[src/rtl/nco_ctrl_pkg.sv]
// Types shared by the NCO tuning controller, the NCO and the CSR bridge.
package nco_ctrl_pkg;

  localparam int NCO_W = 64;

  typedef logic [NCO_W-1:0] tuning_word_t;

  typedef enum logic {
    IDLE  = 1'b0,
    DWELL = 1'b1
  } ctrl_state_t;

endpackage

[src/rtl/nco_tune_ctrl.sv]
// NCO phase-increment sequencer: single-shot CSR tune writes (priority) and a
// linear frequency sweep with programmable dwell, signed step and abort.
module nco_tune_ctrl #(
  parameter int NCO_W   = nco_ctrl_pkg::NCO_W,
  parameter int STEPS_W = 16,
  parameter int DWELL_W = 32
) (
  input  logic               clk,
  input  logic               rst_n,
  input  logic               csr_valid,
  output logic               csr_ready,
  input  logic [NCO_W-1:0]   csr_inc,
  input  logic               sweep_req,
  output logic               sweep_ack,
  input  logic [NCO_W-1:0]   sweep_start_inc,
  input  logic [NCO_W-1:0]   sweep_step_inc,
  input  logic [STEPS_W-1:0] sweep_steps,
  input  logic [DWELL_W-1:0] sweep_dwell,
  input  logic               sweep_abort,
  output logic               sweep_busy,
  output logic               sweep_done,
  output logic [NCO_W-1:0]   phase_inc_out,
  output logic               inc_update
);

  import nco_ctrl_pkg::ctrl_state_t;
  import nco_ctrl_pkg::IDLE;
  import nco_ctrl_pkg::DWELL;

  ctrl_state_t                state_q;
  logic        [NCO_W-1:0]    phase_inc_q;
  logic signed [NCO_W-1:0]    step_q;
  logic        [DWELL_W-1:0]  dwell_q;
  logic        [DWELL_W-1:0]  dwell_cnt_q;
  logic        [STEPS_W-1:0]  steps_left_q;
  logic                       inc_update_q;
  logic                       ack_q;
  logic                       busy_q;
  logic                       done_q;

  assign csr_ready     = (state_q == IDLE);
  assign phase_inc_out = phase_inc_q;
  assign inc_update    = inc_update_q;
  assign sweep_ack     = ack_q;
  assign sweep_busy    = busy_q;
  assign sweep_done    = done_q;

  always_ff @(posedge clk or negedge rst_n) begin
    if (!rst_n) begin
      state_q      <= IDLE;
      phase_inc_q  <= '0;
      step_q       <= '0;
      dwell_q      <= '0;
      dwell_cnt_q  <= '0;
      steps_left_q <= '0;
      inc_update_q <= 1'b0;
      ack_q        <= 1'b0;
      busy_q       <= 1'b0;
      done_q       <= 1'b0;
    end else begin
      inc_update_q <= 1'b0;
      ack_q        <= 1'b0;
      done_q       <= 1'b0;
      case (state_q)
        IDLE: begin
          // CSR wins a same-cycle collision; the sweep request stays pending.
          if (csr_valid) begin
            phase_inc_q  <= csr_inc;
            inc_update_q <= 1'b1;
          end else if (sweep_req) begin
            phase_inc_q  <= sweep_start_inc;
            step_q       <= signed'(sweep_step_inc);
            dwell_q      <= sweep_dwell;
            dwell_cnt_q  <= sweep_dwell;
            steps_left_q <= sweep_steps;
            inc_update_q <= 1'b1;
            ack_q        <= 1'b1;
            busy_q       <= 1'b1;
            state_q      <= DWELL;
          end
        end
        DWELL: begin
          if (sweep_abort) begin
            busy_q  <= 1'b0;
            state_q <= IDLE;
          end else if (dwell_cnt_q != '0) begin
            dwell_cnt_q <= dwell_cnt_q - DWELL_W'(1);
          end else if (steps_left_q != '0) begin
            // Modular add: a negative step sweeps downward and may wrap.
            phase_inc_q  <= phase_inc_q + $unsigned(step_q);
            steps_left_q <= steps_left_q - STEPS_W'(1);
            dwell_cnt_q  <= dwell_q;
            inc_update_q <= 1'b1;
          end else begin
            busy_q  <= 1'b0;
            done_q  <= 1'b1;
            state_q <= IDLE;
          end
        end
        default: state_q <= IDLE;
      endcase
    end
  end

endmodule

[config.mk]
export PLATFORM = sky130hd
export DESIGN_NAME = nco_tune_ctrl
export DESIGN_NICKNAME = d
export VERILOG_FILES = /design/src/rtl/nco_ctrl_pkg.sv /design/src/rtl/nco_tune_ctrl.sv
export SDC_FILE = /design/constraint.sdc
export NUM_CORES = 1
export LEC_CHECK = 0
export ABC_AREA = 1
export ABC_CLOCK_PERIOD_IN_PS = 3300
export CAP_MARGIN = 20
export CORE_MARGIN = 8
export CORE_UTILIZATION = 45
export CTS_CLUSTER_DIAMETER = 40
export DETAILED_ROUTE_END_ITERATION = 10
export PLACE_DENSITY = 0.7
export RECOVER_POWER = 100
export SLEW_MARGIN = 20
export SYNTH_ARGS = -nofsm -noshare
export SYNTH_HDL_FRONTEND = slang
export SYNTH_SLANG_ARGS = --single-unit
[constraint.sdc]
create_clock -name clk -period 3.3 [get_ports clk]
set_input_delay 0.825 -clock clk [delete_from_list [all_inputs] [get_ports clk]]
set_output_delay 0.825 -clock clk [all_outputs]
set_load 0.01 [all_outputs]
==> results of run 1 <==
[routing by layer]
metal  global-route usage, %  part of all wire [%]  up-vias
met4                    8.33                   2.6        4
met5                       0                 0.044        -
met1                    37.5                    44     8266
met3                    4.57                   6.7       94
li1                        -                     -     8923
met2                    46.6                    46      569
[state kept, by name, summed over array words and instances (netlist names)]
name	flops
phase_inc_out	64
sweep_done	1
steps_left_q	16
state_q	1
sweep_busy	1
dwell_q	32
step_q	64
sweep_ack	1
inc_update	1
dwell_cnt_q	32
[cell type report]
cell class	count	share of cell area (%)
inverters	387	6.85
well taps	468	2.76
clock buffers	45	4.85
repair buffers	330	15.4
flip-flops and latches	213	25.2
clock inverters	24	1.45
multi-input cells	1957	43.5
[metrics by stage]
stage                     cell area, um^2  hold slack (ns)  utilization [%]  total power, mW
after floorplan                     16400            0.444                -             8.57
after global placement              19900            0.458             55.1             11.2
after detailed placement            19900            0.460             55.1             11.3
after CTS                           21300            0.224             58.8             15.5
after global routing                21200            0.488             58.6             16.6
final                               21200            0.471             58.6             15.4
[power groups by stage]
stage               Sequential [mW]  Clock (mW)  Combinational (mW)
floorplan                      3.85           0                4.72
global placement               3.90           0                7.32
detailed placement             3.92           0                7.40
CTS                            3.89        4.20                7.44
global route                   3.98        4.30                8.30
finish                         3.89        4.13                7.39
[critical path, cell delays in order, from the launching register on]
cell and delay (ns):
dfrtp_4 0.63, inv_2 0.38, dlygate4sd3_1 0.68
[synthesized netlist by cell type (9+ instances only)]
library cell	n
o21ai_1	15
nand3b_1	10
nor2_1	308
a22oi_1	27
o21ai_0	111
xor2_1	15
dfrtp_1	213
buf_2	13
ha_1	66
a21oi_1	147
a31oi_1	29
o211ai_1	9
a22o_1	37
clkbuf_1	52
nand4_1	21
or2_2	10
nor3_1	18
nand3_1	128
nand2_1	961
inv_1	379
[kinds of logic (layout without fill, tap and decap cells)]
kind of cell | Yosys count | after routing | synth area share, %
flops | 213 | 213 | 32.6
xor+xnor | 19 | 19 | 1.02
simple gates | 1474 | 1474 | 36.1
buf+inv | 465 | 786 | 11.0
fa+ha+maj | 67 | 67 | 5.17
compound gates | 397 | 397 | 14.1
[worst paths after layout]
path	endpoint	slack [ns]	depth (start not counted)
setup / recovery	csr_ready	0.23	2
hold / removal	dwell_q[21]	0.47	2
setup reg to reg	dwell_cnt_q[20]	0.39	12
hold reg to reg	dwell_q[21]	0.47	2
max in group asynchronous	step_q[43]	0.70	2
min in group asynchronous	steps_left_q[7]	0.72	1
==> flow_summary.yaml, run 1 <==
power_and_ir_drop:
  p_leak_nw: 11.0
  p_per_area_nw_per_um2: 727
  p_sw_share_pct: 44.4
  p_sw_mw: 6.84
  internal-power_mw: 8.57
  power_frac_clock_pct: 26.8
  pwr-share-seq_pct: 25.2
  peakVddDrop_mv: 0.436
  combPwrFrac_pct: 48.0
global_route:
  grtUsageTotal_pct: 28.2
  gr-total-overflow: 0
  antenna_found_initial: 2
  grt_max_degree: 111
  grt_first_pass_wirelength_um: 94800
  first_global_vias: 17400
yosys:
  ys_top_cells_by_area: "dfrtp_1 33%, nand2_1 22%, inv_1 8.7%, nor2_1 7.1%, ha_1 5.0%"
  netlist.area_leader.share_pct: 32.6
  synth.net_count: 2947
  synth_edf_count: 0
  ys.flop_type: "dfrtp_1"
  ys_ff_latch: 213
  async_flop_share_pct: 100
  ys_warn_count: 0
  synth_area_um2: 16400
  avgSynthCellArea_um2: 6.21
  synthCells: 2635
  yosysUniqueCellTypes: 42
  synth_area_leader_cell: "dfrtp_1"
  ys_seq_area_share_pct: 32.6
final_layout:
  drive_gt1_share_pct: 3.76
  instances_no_fill: 3424
  multi_input_area_um2: 9230
  area_growth_pct: 29.7
  layout_common_cells: "961 x nand2_1, 381 x inv_1, 308 x nor2_1"
  fillers: 3657
  final_common_cell: "nand2_1"
  final_nets: 3240
  diodes: 0
  register_area_um2: 5330
drt:
  wl_per_cell_um: 17.8
  vias: 17900
  ant_nets: 0
  drt-total-wl_um: 60800
  initialDrtViolationCount: 1298
  firstDrtPassIters: 6
  vias_per_cell: 5.21
  drc_errors: 0
critical_path:
  endpoint_kind: "primary output"
  crit_start: "state_q"
  path_max_fanout: 32
  r2r-start: "dwell_cnt_q[21]"
  crit_arrival_ns: 2.24
  crit_type: "reg -> out"
  cp-start-kind: "flop"
  critPathRequiredTime_ns: 2.47
run_status:
  status: "finished with violations"
  violations: "max-capacitance violations, max-slew violations"
floorplan:
  row_count: 70
  dieArea_um2: 42700
  io-pin-count: 314
  die_h_um: 207
  die_x_um: 207
  core_area_um2: 36200
  start_util_pct: 45.2
cts:
  clk-insertion-delay-late_ns: 0.56
  cts.sinks: 213
  cts_resized: 0
  clk_path_buf_depth: 3
  htree_levels: 2
  ctsRootBufferMaster: "clkbuf_16"
  cts.hold.buffers_added: 0
  path_clk_slew_ns: 0.05
  post_cts_buffers: 0
  cts_buffers: 39
  cts_tree: "built"
placement:
  port_buffers: 313
  globalplace.congestion: 0.967
  pre_cts_ws_ns: 0.451
  hpwl_um: 47100
  dp.cells: 3355
timing:
  layout_min_cycle_time_ns: 3.07
  fin_tns_setup_ns: 0
  slew_headroom_pct: -13.0
  fin_ws_ns: 0.235
  setup_viol: 0
  fmax_ghz: 0.326
  drv_slew: 61
  skew_ns: 0.0192
  worst_pin_slew_ns: 1.69
  rsz0062_at_grt: "no"
  hold_viol: 0
  min_period_over_period_pct: 92.9
run:
  max_cap_viol_count: 1
min_path:
  min_path_type: "reg -> reg"
  worstHoldStart: "dwell_q[21]"
No activity file was read; power rests on OpenSTA's default activity.
==> run 2: changes to the inputs <==
MAX_ROUTING_LAYER = met4   (was not set)
==> flow_summary.yaml, run 2 (same netlist as run 1, synthesis figures left out) <==
run_status:
  status: "finished with violations"
  violations: "max-capacitance violations, max-slew violations"
timing:
  drv_slew: 70
  hold_viol: 0
  holdWs_ns: 0.475
  slew_headroom_pct: -27.4
  fin_tns_setup_ns: 0
  fmax_ghz: 0.324
  rsz0062_at_grt: "no"
  worst_pin_slew_ns: 1.91
  setup_viol: 0
  min_period_over_period_pct: 93.4
  fin_ws_ns: 0.217
  skew_ns: 0.0154
  layout_min_cycle_time_ns: 3.08
final_layout:
  drive_gt1_share_pct: 3.89
  final_common_cell: "nand2_1"
  area_growth_pct: 29.5
  final_nets: 3240
  layout_common_cells: "960 x nand2_1, 380 x inv_1, 307 x nor2_1"
  instances_no_fill: 3427
  design_area_um2: 21200
cts:
  ctsRootBufferMaster: "clkbuf_16"
  htree_levels: 2
  path_clk_slew_ns: 0.05
  cts.hold.buffers_added: 0
  post_cts_buffers: 0
  cts_tree: "built"
  clk_path_buf_depth: 3
  clk-insertion-delay-late_ns: 0.56
  cts_resized: 0
  cts.sinks: 213
  cts_buffers: 38
floorplan:
  io-pin-count: 314
  start_util_pct: 45.2
  die_h_um: 207
  core_area_um2: 36200
  dieArea_um2: 42700
  die_x_um: 207
  row_count: 70
power_and_ir_drop:
  combPwrFrac_pct: 48.9
  p_per_area_nw_per_um2: 714
  peakVddDrop_mv: 0.445
  pwr-share-seq_pct: 25.6
  p_sw_share_pct: 45.3
  p_sw_mw: 6.85
  internal-power_mw: 8.28
  p_leak_nw: 10.9
  power_frac_clock_pct: 25.5
run:
  max_cap_viol_count: 1
critical_path:
  r2r-start: "dwell_cnt_q[26]"
  crit_type: "reg -> out"
  rr_worst_depth: 8
  cp-start-kind: "flop"
  crit_arrival_ns: 2.26
  critPathRequiredTime_ns: 2.47
  endpoint_kind: "primary output"
  r2r_slack_ns: 0.40
  rr_endpoint: "phase_inc_out[35]"
  path_max_fanout: 27
placement:
  port_buffers: 313
  hpwl_um: 47200
  dpl_cell_area_um2: 20000
  globalplace.congestion: 0.961
  pre_cts_ws_ns: 0.462
  dp.cells: 3356
min_path:
  hold_end: "dwell_q[27]"
  min_path_cells: 2
  worstHoldStart: "dwell_q[27]"
  min_path_type: "reg -> reg"
global_route:
  grtUsageTotal_pct: 29.1
  grt_max_degree: 111
  first_global_vias: 17400
  antenna_found_initial: 1
  gr-total-overflow: 0
  grt_first_pass_wirelength_um: 95000
drt:
  vias: 17900
  drc_errors: 0
  vias_per_cell: 5.22
  drt-total-wl_um: 60300
  initialDrtViolationCount: 1236
  ant_nets: 0
  wl_per_cell_um: 17.6
  firstDrtPassIters: 5
run 2: cell count changes in the layout (fill, tap and decap cells not counted), sizes merged:
| cell | delta |
|---|---|
| bufinv | -4 |
| clkbuf | +3 |
| inv | +3 |
| buf | -1 |
| clkinvlp | +1 |
| diode | +1 |
run 2: worst max path at each step:
stage	startpoint	to	slack [ns]	cells after the start
after floorplan	phase_inc_out[0]	phase_inc_out[28]	1.17	11
after global placement	csr_valid	dwell_cnt_q[16]	0.51	9
after detailed placement	csr_valid	phase_inc_out[51]	0.46	6
after CTS	state_q	csr_ready	0.19	2
after global routing	dwell_cnt_q[24]	phase_inc_out[48]	0.10	8
final	state_q	csr_ready	0.22	2
run 2: power by group through the flow:
stage                     clock network, mW  logic [mW]  registers (mW)
final                                  3.86        7.39            3.88
after global placement                    0        7.35            3.89
after global routing                   4.04        8.34            3.97
after floorplan                           0        4.72            3.85
after CTS                              3.92        7.46            3.88
after detailed placement                  0        7.42            3.91
run 2: per-stage QoR:
step                power (mW)  utilization, %
CTS                       15.3            58.7
detailed placement        11.3            55.2
floorplan                 8.57               -
global placement          11.2            55.2
finish                    15.1            58.5
global route              16.3            58.5
run 2: final cells by class:
type	count	area, um^2
Fill cell	3567	15000
Multi-Input combinational cell	1957	9230
Sequential cell	213	5330
Timing Repair Buffer	331	3300
Inverter	387	1450
Clock buffer	46	1020
Tap cell	468	586
Clock inverter	24	250
Antenna cell	1	2.50
run 2: routing by layer:
metal  global-route usage, %  vias up  part of all wire (%)
met4                    9.51        0                   2.9
li1                        -     8919                     -
met2                    46.5      601                    46
met3                    4.32      113                   6.4
met5                       -        -                     0
met1                    37.6     8240                    45
run 2: critical path: stages, from the launching register on:
cell           delay (ns)
dfrtp_4              0.61
inv_2                0.39
dlygate4sd3_1        0.69
==> run 3: changes to the inputs <==
CELL_PAD_IN_SITES_DETAIL_PLACEMENT = 0   (was not set)
CELL_PAD_IN_SITES_GLOBAL_PLACEMENT = 2   (was not set)
CORE_UTILIZATION = 30   (was 45)
PLACE_DENSITY = 0.86   (was 0.7)
==> flow_summary.yaml, run 3 (same netlist as run 1, synthesis figures left out) <==
critical_path:
  cp_top_family: "buffers and inverters"
  slowest_delay_ns: 1.02
  path_max_fanout: 110
  endpoint_kind: "flop"
  crit_type: "in -> reg"
  rr_worst_depth: 11
  cp.buffers_inverters: 4
  critPathRequiredTime_ns: 3.75
  cp.depth: 8
  crit_top_cell: "nand2_1"
  cp_slowest_cell: "clkbuf_4"
  crit_arrival_ns: 3.36
  crit_chain: "dlygate4sd3_1 -> nor2_1 -> nand2_4 -> clkbuf_4 -> clkinv_2 -> buf_4 -> nand2_1 -> nand2_1"
  cp-start-kind: "input pin"
drt:
  ant_nets: 0
  vias: 17700
  initialDrtViolationCount: 1104
  drt-total-wl_um: 68800
  wl_per_cell_um: 18.7
  vias_per_cell: 4.81
  drc_errors: 0
  firstDrtPassIters: 6
cts:
  path_clk_slew_ns: 0.05
  clk-insertion-delay-late_ns: 0.61
  cts.sinks: 213
  clk_path_buf_depth: 3
  cts_resized: 0
  cts_buffers: 48
  htree_levels: 2
  ctsRootBufferMaster: "clkbuf_16"
  cts.hold.buffers_added: 0
  post_cts_buffers: 0
  cts_tree: "built"
floorplan:
  die_h_um: 250
  start_util_pct: 30.3
  dieArea_um2: 62300
  die_x_um: 250
  core_area_um2: 53900
  io-pin-count: 314
  row_count: 85
global_route:
  grt_max_degree: 111
  first_global_vias: 17700
  grt_first_pass_wirelength_um: 106000
  antenna_found_initial: 4
  grtUsageTotal_pct: 22.1
  gr-total-overflow: 0
timing:
  setup_viol: 0
  fin_tns_setup_ns: 0
  hold_viol: 0
  min_period_over_period_pct: 88.1
  rsz0062_at_grt: "no"
  slew_headroom_pct: -13.6
  fmax_ghz: 0.344
  skew_ns: 0.0496
  drv_slew: 63
  worst_pin_slew_ns: 1.70
  layout_min_cycle_time_ns: 2.91
final_layout:
  final_common_cell: "nand2_1"
  layout_common_cells: "960 x nand2_1, 380 x inv_1, 308 x nor2_1"
  instances_no_fill: 3677
  area_growth_pct: 34.6
  final_nets: 3251
  drive_gt1_share_pct: 4.60
run:
  max_cap_viol_count: 1
min_path:
  min_path_type: "in -> async"
run_status:
  violations: "max-capacitance violations, max-slew violations"
  status: "finished with violations"
power_and_ir_drop:
  p_leak_nw: 11.2
  p_per_area_nw_per_um2: 764
  peakVddDrop_mv: 0.376
  fin_total_pwr_mw: 16.8
placement:
  port_buffers: 313
  dp.cells: 3585
  globalplace.congestion: 0.935
  hpwl_um: 53800
## run 3: cell count changes in the layout (fill, tap and decap cells not counted), moves of 2 or more
cell | before | now
clkbuf_1 | 6 | 2
inv_6 | 6 | 8
clkinv_4 | 6 | 4
buf_4 | 7 | 12
diode_2 | 1 | 5
buf_12 | 4 | 1
clkbuf_8 | 4 | 6
clkinv_16 | 1 | 3
clkbuf_16 | 38 | 48
clkbuf_4 | 3 | 1
bufinv_16 | 1 | 10
clkinvlp_4 | 8 | 6
## run 3: routing by layer
metal  part of all wire [%]  GRT usage, %  vias to the layer above
met4                    1.9          5.12                        0
met3                    4.9          3.13                       75
li1                       -             -                     8946
met2                     47          36.0                      441
met1                     46          28.9                     8222
met5                      0             -                        -
## run 3: final cells by class
cell class | instances | area (um^2)
inverter | 387 | 1450
fill | 5823 | 31900
tap | 696 | 871
antenna | 5 | 12.5
multi-input combinational | 1957 | 9240
clock inverter | 32 | 546
sequential | 213 | 5330
timing repair buffer | 332 | 3280
clock buffer | 55 | 1290
## run 3: path summary, 6_finish.rpt
kind / startpoint / end / slack (ns)
min in group clk: dwell_q[27] / dwell_q[27] / 0.47
min: rst_n / steps_left_q[0] / 0.12
max in group asynchronous: rst_n / phase_inc_out[42] / 1.12
min reg2reg: dwell_q[27] / dwell_q[27] / 0.47
max reg2reg: phase_inc_out[0] / phase_inc_out[54] / 0.54
max: csr_valid / step_q[42] / 0.39
## run 3: power by group
part	switching [mW]	total (mW)	leakage, nW	internal, mW
combinational	4.91	7.55	7.80	2.65
sequential	0.606	3.88	2.55	3.28
clock	1.76	5.39	0.869	3.63
total	7.27	16.8	11.2	9.56
## run 3: worst register-to-register path: stages, from the launching register on
cell and delay, ns:
dfrtp_1 0.39, ha_1 0.28, fa_1 0.50, nand2_1 0.12, nand3_1 0.19, nand3_1 0.13
nand3_1 0.36, nand2_1 0.21, nand3_1 0.08, nand2_1 0.06, nand3_1 0.15, a21oi_1 0.19
## run 3: stage by stage
stage / setup WS [ns] / utilization [%] / instance area [um^2] / hold WS, ns
floorplan: 1.17 / - / 16400 / 0.444
global placement: 0.446 / 37.6 / 20300 / 0.458
detailed placement: 0.410 / 37.6 / 20300 / 0.460
CTS: 0.490 / 41.0 / 22100 / 0.124
global route: 0.193 / 40.8 / 22000 / 0.130
finish: 0.393 / 40.8 / 22000 / 0.115
